===== src/rtl/dmem_port_arbiter.sv =====
// Data-memory port arbiter: shares one synchronous memory port between the CPU
// and a DMA master, with CPU priority bounded by a starvation counter.
module dmem_port_arbiter #(
  parameter int DATA_W     = 32,
  parameter int ADDR_W     = 32,
  parameter int STARVE_MAX = 4
) (
  input  logic              clk,
  input  logic              RST,
  input  logic              cpu_req,
  input  logic              cpu_we,
  input  logic [ADDR_W-1:0] cpu_addr,
  input  logic [DATA_W-1:0] cpu_wdata,
  input  logic [1:0]        cpu_size,
  input  logic              cpu_sign,
  output logic              cpu_gnt,
  output logic              cpu_rvalid,
  output logic [DATA_W-1:0] cpu_rdata,
  input  logic              dma_req,
  input  logic              dma_we,
  input  logic [ADDR_W-1:0] dma_addr,
  input  logic [DATA_W-1:0] dma_wdata,
  input  logic [1:0]        dma_size,
  input  logic              dma_sign,
  output logic              dma_gnt,
  output logic              dma_rvalid,
  output logic [DATA_W-1:0] dma_rdata,
  output logic              memRDEN2,
  output logic              memWE2,
  output logic [ADDR_W-1:0] memADDR2,
  output logic [DATA_W-1:0] memDIN2,
  output logic [1:0]        memSize,
  output logic              memSign,
  input  logic [DATA_W-1:0] memDOUT2
);

  localparam int CNT_W = (STARVE_MAX < 1) ? 1 : $clog2(STARVE_MAX + 1);
  localparam logic [CNT_W-1:0] CNT_MAX = CNT_W'(STARVE_MAX);

  typedef enum logic [1:0] {
    WIN_NONE = 2'b00,
    WIN_CPU  = 2'b01,
    WIN_DMA  = 2'b10
  } win_e;

  win_e             win_s;
  logic [CNT_W-1:0] starve_cnt_q, starve_cnt_d;
  logic [1:0]       rd_pend_q, rd_pend_d;

  // Pick this cycle's owner of the memory port.
  always_comb begin
    win_s = WIN_NONE;
    if (RST) begin
      win_s = WIN_NONE;
    end else if (cpu_req && dma_req) begin
      win_s = (starve_cnt_q == CNT_MAX) ? WIN_DMA : WIN_CPU;
    end else if (cpu_req) begin
      win_s = WIN_CPU;
    end else if (dma_req) begin
      win_s = WIN_DMA;
    end else begin
      win_s = WIN_NONE;
    end
  end

  // Route the winner onto the memory port; everything idles at zero otherwise.
  always_comb begin
    cpu_gnt  = 1'b0;
    dma_gnt  = 1'b0;
    memRDEN2 = 1'b0;
    memWE2   = 1'b0;
    memADDR2 = '0;
    memDIN2  = '0;
    memSize  = 2'b00;
    memSign  = 1'b0;
    case (win_s)
      WIN_CPU: begin
        cpu_gnt  = 1'b1;
        memRDEN2 = ~cpu_we;
        memWE2   = cpu_we;
        memADDR2 = cpu_addr;
        memDIN2  = cpu_wdata;
        memSize  = cpu_size;
        memSign  = cpu_sign;
      end
      WIN_DMA: begin
        dma_gnt  = 1'b1;
        memRDEN2 = ~dma_we;
        memWE2   = dma_we;
        memADDR2 = dma_addr;
        memDIN2  = dma_wdata;
        memSize  = dma_size;
        memSign  = dma_sign;
      end
      default: begin
        cpu_gnt = 1'b0;
        dma_gnt = 1'b0;
      end
    endcase
  end

  // Starvation count only grows while the DMA is actually being passed over.
  always_comb begin
    starve_cnt_d = starve_cnt_q;
    if ((win_s == WIN_DMA) || !dma_req) begin
      starve_cnt_d = '0;
    end else if (win_s == WIN_CPU) begin
      starve_cnt_d = (starve_cnt_q == CNT_MAX) ? starve_cnt_q
                                               : starve_cnt_q + CNT_W'(1);
    end else begin
      starve_cnt_d = starve_cnt_q;
    end
    rd_pend_d = {(win_s == WIN_DMA) && !dma_we, (win_s == WIN_CPU) && !cpu_we};
  end

  // Arbitration state.
  always_ff @(posedge clk) begin
    if (RST) begin
      starve_cnt_q <= '0;
      rd_pend_q    <= 2'b00;
    end else begin
      starve_cnt_q <= starve_cnt_d;
      rd_pend_q    <= rd_pend_d;
    end
  end

  // Return data is steered by the owner tag; reset kills an in-flight return.
  always_comb begin
    cpu_rvalid = rd_pend_q[0] & ~RST;
    dma_rvalid = rd_pend_q[1] & ~RST;
    cpu_rdata  = cpu_rvalid ? memDOUT2 : '0;
    dma_rdata  = dma_rvalid ? memDOUT2 : '0;
  end

endmodule


===== config.mk =====
export PLATFORM = sky130hd
export DESIGN_NAME = dmem_port_arbiter
export DESIGN_NICKNAME = d
export VERILOG_FILES = /design/src/rtl/dmem_port_arbiter.sv
export SDC_FILE = /design/constraint.sdc
export NUM_CORES = 1
export LEC_CHECK = 0
export CAP_MARGIN = 20
export CORE_AREA = 8 8 112 114
export CTS_BUF_LIST = sky130_fd_sc_hd__clkbuf_8
export CTS_CLUSTER_SIZE = 8
export DETAILED_ROUTE_END_ITERATION = 12
export DIE_AREA = 0 0 120 122
export DONT_BUFFER_PORTS = 1
export SLEW_MARGIN = 10
export SYNTH_ARGS = -nofsm -noshare
export SYNTH_HDL_FRONTEND = slang
export SYNTH_SLANG_ARGS = --single-unit
export TNS_END_PERCENT = 50

===== constraint.sdc =====
create_clock -name clk -period 3.5 [get_ports clk]
set_clock_uncertainty 0.05 [all_clocks]
set_input_delay 0.175 -clock clk [delete_from_list [all_inputs] [get_ports clk]]
set_output_delay 0.175 -clock clk [all_outputs]
set_load 0.05 [all_outputs]

After elaboration in Yosys (flattened, before gate mapping)
Cells that the tools add are included.
{"block": "totals", "input_bits": 172, "ff_bits": 5, "wordCells": 36}
{"block": "op_classes", "n_reduce_logical": 9, "n_addsub": 1, "mux": 15, "n_eq_ne": 3, "bitwise": 6}
{"cell": "32-bit case mux with 2 select lines", "count": 2}
{"cell": "32-bit two-way mux", "count": 2}
{"cell": "2-bit two-way mux", "count": 5}
{"cell": "1-bit case mux with 2 select lines", "count": 3}
{"cell": "1-bit NOT", "count": 4}
{"cell": "2-bit case mux with 2 select lines", "count": 1}
{"cell": "3-bit by 1-bit adder with 3-bit output, second input constant", "count": 1}
{"cell": "3-bit equality test, second input constant", "count": 1}
{"cell": "1-bit logical AND", "count": 3}
{"cell": "1-bit zero test", "count": 3}
{"cell": "1-bit AND", "count": 2}
{"cell": "2-bit by 1-bit equality test with 1-bit output, second input constant", "count": 1}
{"cell": "2-bit equality test, second input constant", "count": 1}
{"cell": "1-bit two-way mux", "count": 2}
{"cell": "2-bit AND reduction", "count": 1}
{"cell": "2-bit OR reduction", "count": 1}
{"cell": "1-bit logical OR", "count": 1}

Longest topological paths before layout
{"block": "depth", "depth_word": 7, "depth_mapped": 12, "ltp_nobuf": 7}

Worst setup path after synthesis
Ideal clock, no wire load.
{"block": "synth_path", "kind": "register -> output", "from": "reg starve_cnt_q[0]", "to": "out memRDEN2", "path_buffers": 4, "t_required_ns": 3.275, "path_slack_ns": 0.279, "stages_incl_launch_ff": 12, "arrival_ns": 2.996, "cell_sequence": "dfxtp_1 > inv_1 > ha_1 > a21bo_2 > buf_6 > buf_6 > buf_6 > nand2_1 > ha_1 > clkbuf_1 > or4b_1 > o22ai_1"}
{"block": "synth_between", "elab_chain_cells": 6, "elab_cells_between_ends": 7}
{"item": "from (decl)", "line_no": "47", "source": "logic [CNT_W-1:0] starve_cnt_q, starve_cnt_d;"}
{"item": "from (signal assigned)", "line_no": "122", "source": "starve_cnt_q <= starve_cnt_d;"}
{"item": "3-bit equality test *", "line_no": "56", "source": "win_s = (starve_cnt_q == CNT_MAX) ? WIN_DMA : WIN_CPU;"}
{"item": "2-bit two-way mux *", "line_no": "56"}
{"item": "2-bit two-way mux *", "line_no": "55", "source": "end else if (cpu_req && dma_req) begin"}
{"item": "2-bit two-way mux *", "line_no": "53", "source": "if (RST) begin"}
{"item": "2-bit equality test / 2-bit by 1-bit equality test with 1-bit output (equally long branches)", "line_no": "76", "source": "case (win_s)"}
{"item": "1-bit case mux with 2 select lines *", "line_no": "76"}
{"item": "to (decl)", "line_no": "28", "source": "output logic memRDEN2,"}
Every way passes the cells marked *; elsewhere a longest branch is shown, timed or not.

Worst setup path in the final report
{"block": "layout_path", "from": "reg starve_cnt_q[0]", "to": "out memDIN2[16]"}
{"block": "layout_between", "elab_chain_cells": 6, "elab_cells_between_ends": 7}
{"item": "3-bit equality test *", "line_no": "56"}
{"item": "2-bit two-way mux *", "line_no": "56"}
{"item": "2-bit two-way mux *", "line_no": "55"}
{"item": "2-bit two-way mux *", "line_no": "53"}
{"item": "2-bit equality test / 2-bit by 1-bit equality test with 1-bit output (equally long branches)", "line_no": "76"}
{"item": "32-bit case mux with 2 select lines *", "line_no": "76"}
{"item": "to (decl)", "line_no": "31", "source": "output logic [DATA_W-1:0] memDIN2,"}
Marks and branches as above.

==> out/results.ini <==
[synth]
post_synthesis_cell_type_count = 26
postSynthAreaPerCell_um2 = 7.46
syn_inst = 275
syn_area_um2 = 2050
synth-edff-count = 0
synth_warnings = 0
postSynth.topFlopCell = sky130_fd_sc_hd__dfxtp_1
yosys_register_bits = 5
postSynthNetCount = 451
seq_area_frac_synth_pct = 4.88
fraction_of_synthesis_flops_using_an_asynchronous_set_or_reset_pin_pct = 0

[cts]
tritoncts = built
clock_insertion_delay_worst_skew_ps = 220
cts.reportedPaths.clkPinSlew_ps = 40
cts_root_buffer = sky130_fd_sc_hd__clkbuf_8
ctsLongestPathBuffers = 2
cts_buffers = 3
cts.htree.levels = 1
cts.repair.resized = 0
cts_sinks = 5

[die]
die_width_um = 120
area_enclosed_by_the_die_boundary_um2 = 14600
start_util_pct = 19.2
design.core.area_um2 = 10700
die_height_um = 122
row_count = 38
top_level_ports = 309

[worst_hold_path]
hold_depth = 1
hp-class = in2reg
worstHoldStart = cpu_req

[timing]
finalHoldViolations = 0
slew_headroom_pct = 35.7
setup_slack_ps = 534
final_min_period_over_clock_period_pct = 84.7
finalWorstPathRequiredPeriod_ps = 2970
max_freq_mhz = 337
timing.setup.tns_ps = 0
grt_setup_unrepaired = false
maxSlewViolCount = 0
worstMarginPinSlew_ps = 961
setup_viol_count_final = 0

[setup_path]
critPathLaunchType = flip-flop
timing_worst_setup_path_type = reg2out
cell_by_cell_trace_of_the_critical_path = inv_1, ha_1, and3_1, nor3b_1, ha_2, and2b_2, buf_12, a32o_1, buf_12
worstSetupEndpointType = output port
slowest_stage = sky130_fd_sc_hd__ha_2
worstPathBufferInverterCount = 3
path_depth = 9
worstReg2RegStart = starve_cnt_q[0]
worst_path_fanout_max = 66
data_arrival_time_of_the_worst_path_ps = 2740
critPathTopFamily = simple AND/OR/NAND/NOR gates
critPathMaxStageDelay_ps = 390
most_used_cell_cp = sky130_fd_sc_hd__buf_12
timing.critical_path.required_ps = 3270
r2r.worst_path.cells = 8
worst_setup_path_startpoint = starve_cnt_q[0]

[route]
wirelength_um = 12000
detail_route.drc_violations = 0
postRouteAntennaNets = 0
first_pass_drt_iterations = 5
detail_route.vias_per_cell = 5.53
num_vias = 2548
first_iter_violations = 183
wl_per_cell_um = 26.0

[finish]
post_route_cells_drive_above_1_share_pct = 27.6
num-fill-cells = 1106
finalNetCount = 496
post_layout_nonfiller_instances = 461
utilization_pct = 33.2
synthToLayoutAreaGrowth_pct = 73.4

[power_and_ir_drop]
power_w = 0.000587
p_leak_nw = 1.28
pwr_per_cell_area_nw_per_um2 = 165
vdd.ir_drop.worst_v = 0.0000705

[status]
status = complete, no violations

[global_routing]
grt_resource_usage_total_pct = 14.5
wire_length_of_the_first_global_routing_pass_um = 16800
grt_antenna_before_repair = 2
grt_start_max_net_pins = 70
global_route.overflow_total = 0
grt_pass1_vias = 2669

[placed_design]
placedCellCount = 453
buffer_ports.inserted = 0
gpl_congestion = 0.776
dp_worst_slack_ps = 800
post-dp-hpwl_um = 10200

[run]
maxCapViolations = 0

-- Yosys cell counts, types with 3 or more instances --
master / number / area, um2
sky130_fd_sc_hd__a32o_1: 66 / 661
sky130_fd_sc_hd__and2_1: 66 / 413
sky130_fd_sc_hd__nor2b_1: 60 / 375
sky130_fd_sc_hd__clkbuf_1: 23 / 86.3
sky130_fd_sc_hd__buf_2: 11 / 55.1
sky130_fd_sc_hd__and2b_1: 10 / 75.1
sky130_fd_sc_hd__dfxtp_1: 5 / 100
sky130_fd_sc_hd__ha_1: 4 / 50.1
sky130_fd_sc_hd__buf_6: 3 / 33.8
sky130_fd_sc_hd__nor2_1: 3 / 11.3
sky130_fd_sc_hd__nor4b_1: 3 / 26.3
sky130_fd_sc_hd__nor4bb_1: 3 / 30.0
-- power by group --
part	switching, W	total, W	internal [W]
logic	0.000252	0.000422	0.000170
registers	0.000000576	0.0000590	0.0000584
clock network	0.0000306	0.000106	0.0000754
total	0.000283	0.000587	0.000304
-- sequential cells by signal, summed over array words and instances, names as in the netlist --
register and count:
starve_cnt_q 3, rd_pend_q 2
-- routing by layer --
metal / GRT usage [%] / vias to the layer above / share of wire, % / routed length, um
li1: - / 1110 / - / -
met1: 13.5 / 1193 / 30 / 3610
met2: 27.9 / 231 / 53 / 6410
met3: 7.08 / 12 / 15 / 1780
met4: 3.43 / 2 / 1.5 / 180
met5: 0 / - / 0.11 / 13
-- logic make-up after synthesis --
| logic type | synth area share (%) |
|---|---|
| muxes | 1.10 |
| and+or+nand+nor | 48.3 |
| buffers and inverters | 8.91 |
| AOI/OAI and AO/OA | 34.3 |
| adders and majority gates | 2.44 |
| DFF | 4.88 |
-- final cells by class --
cell class	instances	area [um2]	share of cell area (%)
Antenna cell	2	5.00	0.141
Clock buffer	3	41.3	1.16
Clock inverter	1	3.75	0.106
Inverter	2	7.51	0.211
Multi-Input combinational cell	231	1790	50.3
Sequential cell	5	100	2.81
Tap cell	140	175	4.93
Timing Repair Buffer	77	1430	40.3
-- stage by stage --
| step | cell area [um2] | hold WS (ps) |
|---|---|---|
| after floorplan | 2050 | 204 |
| after global placement | 3490 | 203 |
| after detailed placement | 3490 | 203 |
| after CTS | 3550 | 75.1 |
| after global routing | 3550 | 81.9 |
| final | 3560 | 83.8 |
-- worst register-to-register path, delay by kind of cell (launching register included) --
kind                       cells  cell delay [ps]
and+or+nand+nor                2              620
DFF                            1              370
AOI/OAI and AO/OA              1              240
muxes                          1              210
adders and majority gates      2              530
buffers and inverters          2              380
-- cells in the final DEF (no fill, tap or decap), types with 5 or more instances in the layout --
master / netlist / routed
sky130_fd_sc_hd__buf_12: 0 / 68
sky130_fd_sc_hd__and2_1: 66 / 66
sky130_fd_sc_hd__a32o_1: 66 / 66
sky130_fd_sc_hd__nor2b_1: 60 / 57
sky130_fd_sc_hd__and2b_1: 10 / 9
sky130_fd_sc_hd__buf_4: 0 / 7
sky130_fd_sc_hd__dfxtp_1: 5 / 5
-- path summary, 6_finish.rpt --
check / to / slack, ps
max: memDIN2[16] / 530
min reg2reg: starve_cnt_q[2] / 530
max reg2reg: starve_cnt_q[1] / 1060
min: rd_pend_q[0] / 80
-- what timing repair did --
item,CTS,global route
hold buffers,2,0
endpoints found under the hold margin,2,0
setup buffers,0,0
Note: power is estimated with default switching activity, not from simulation.
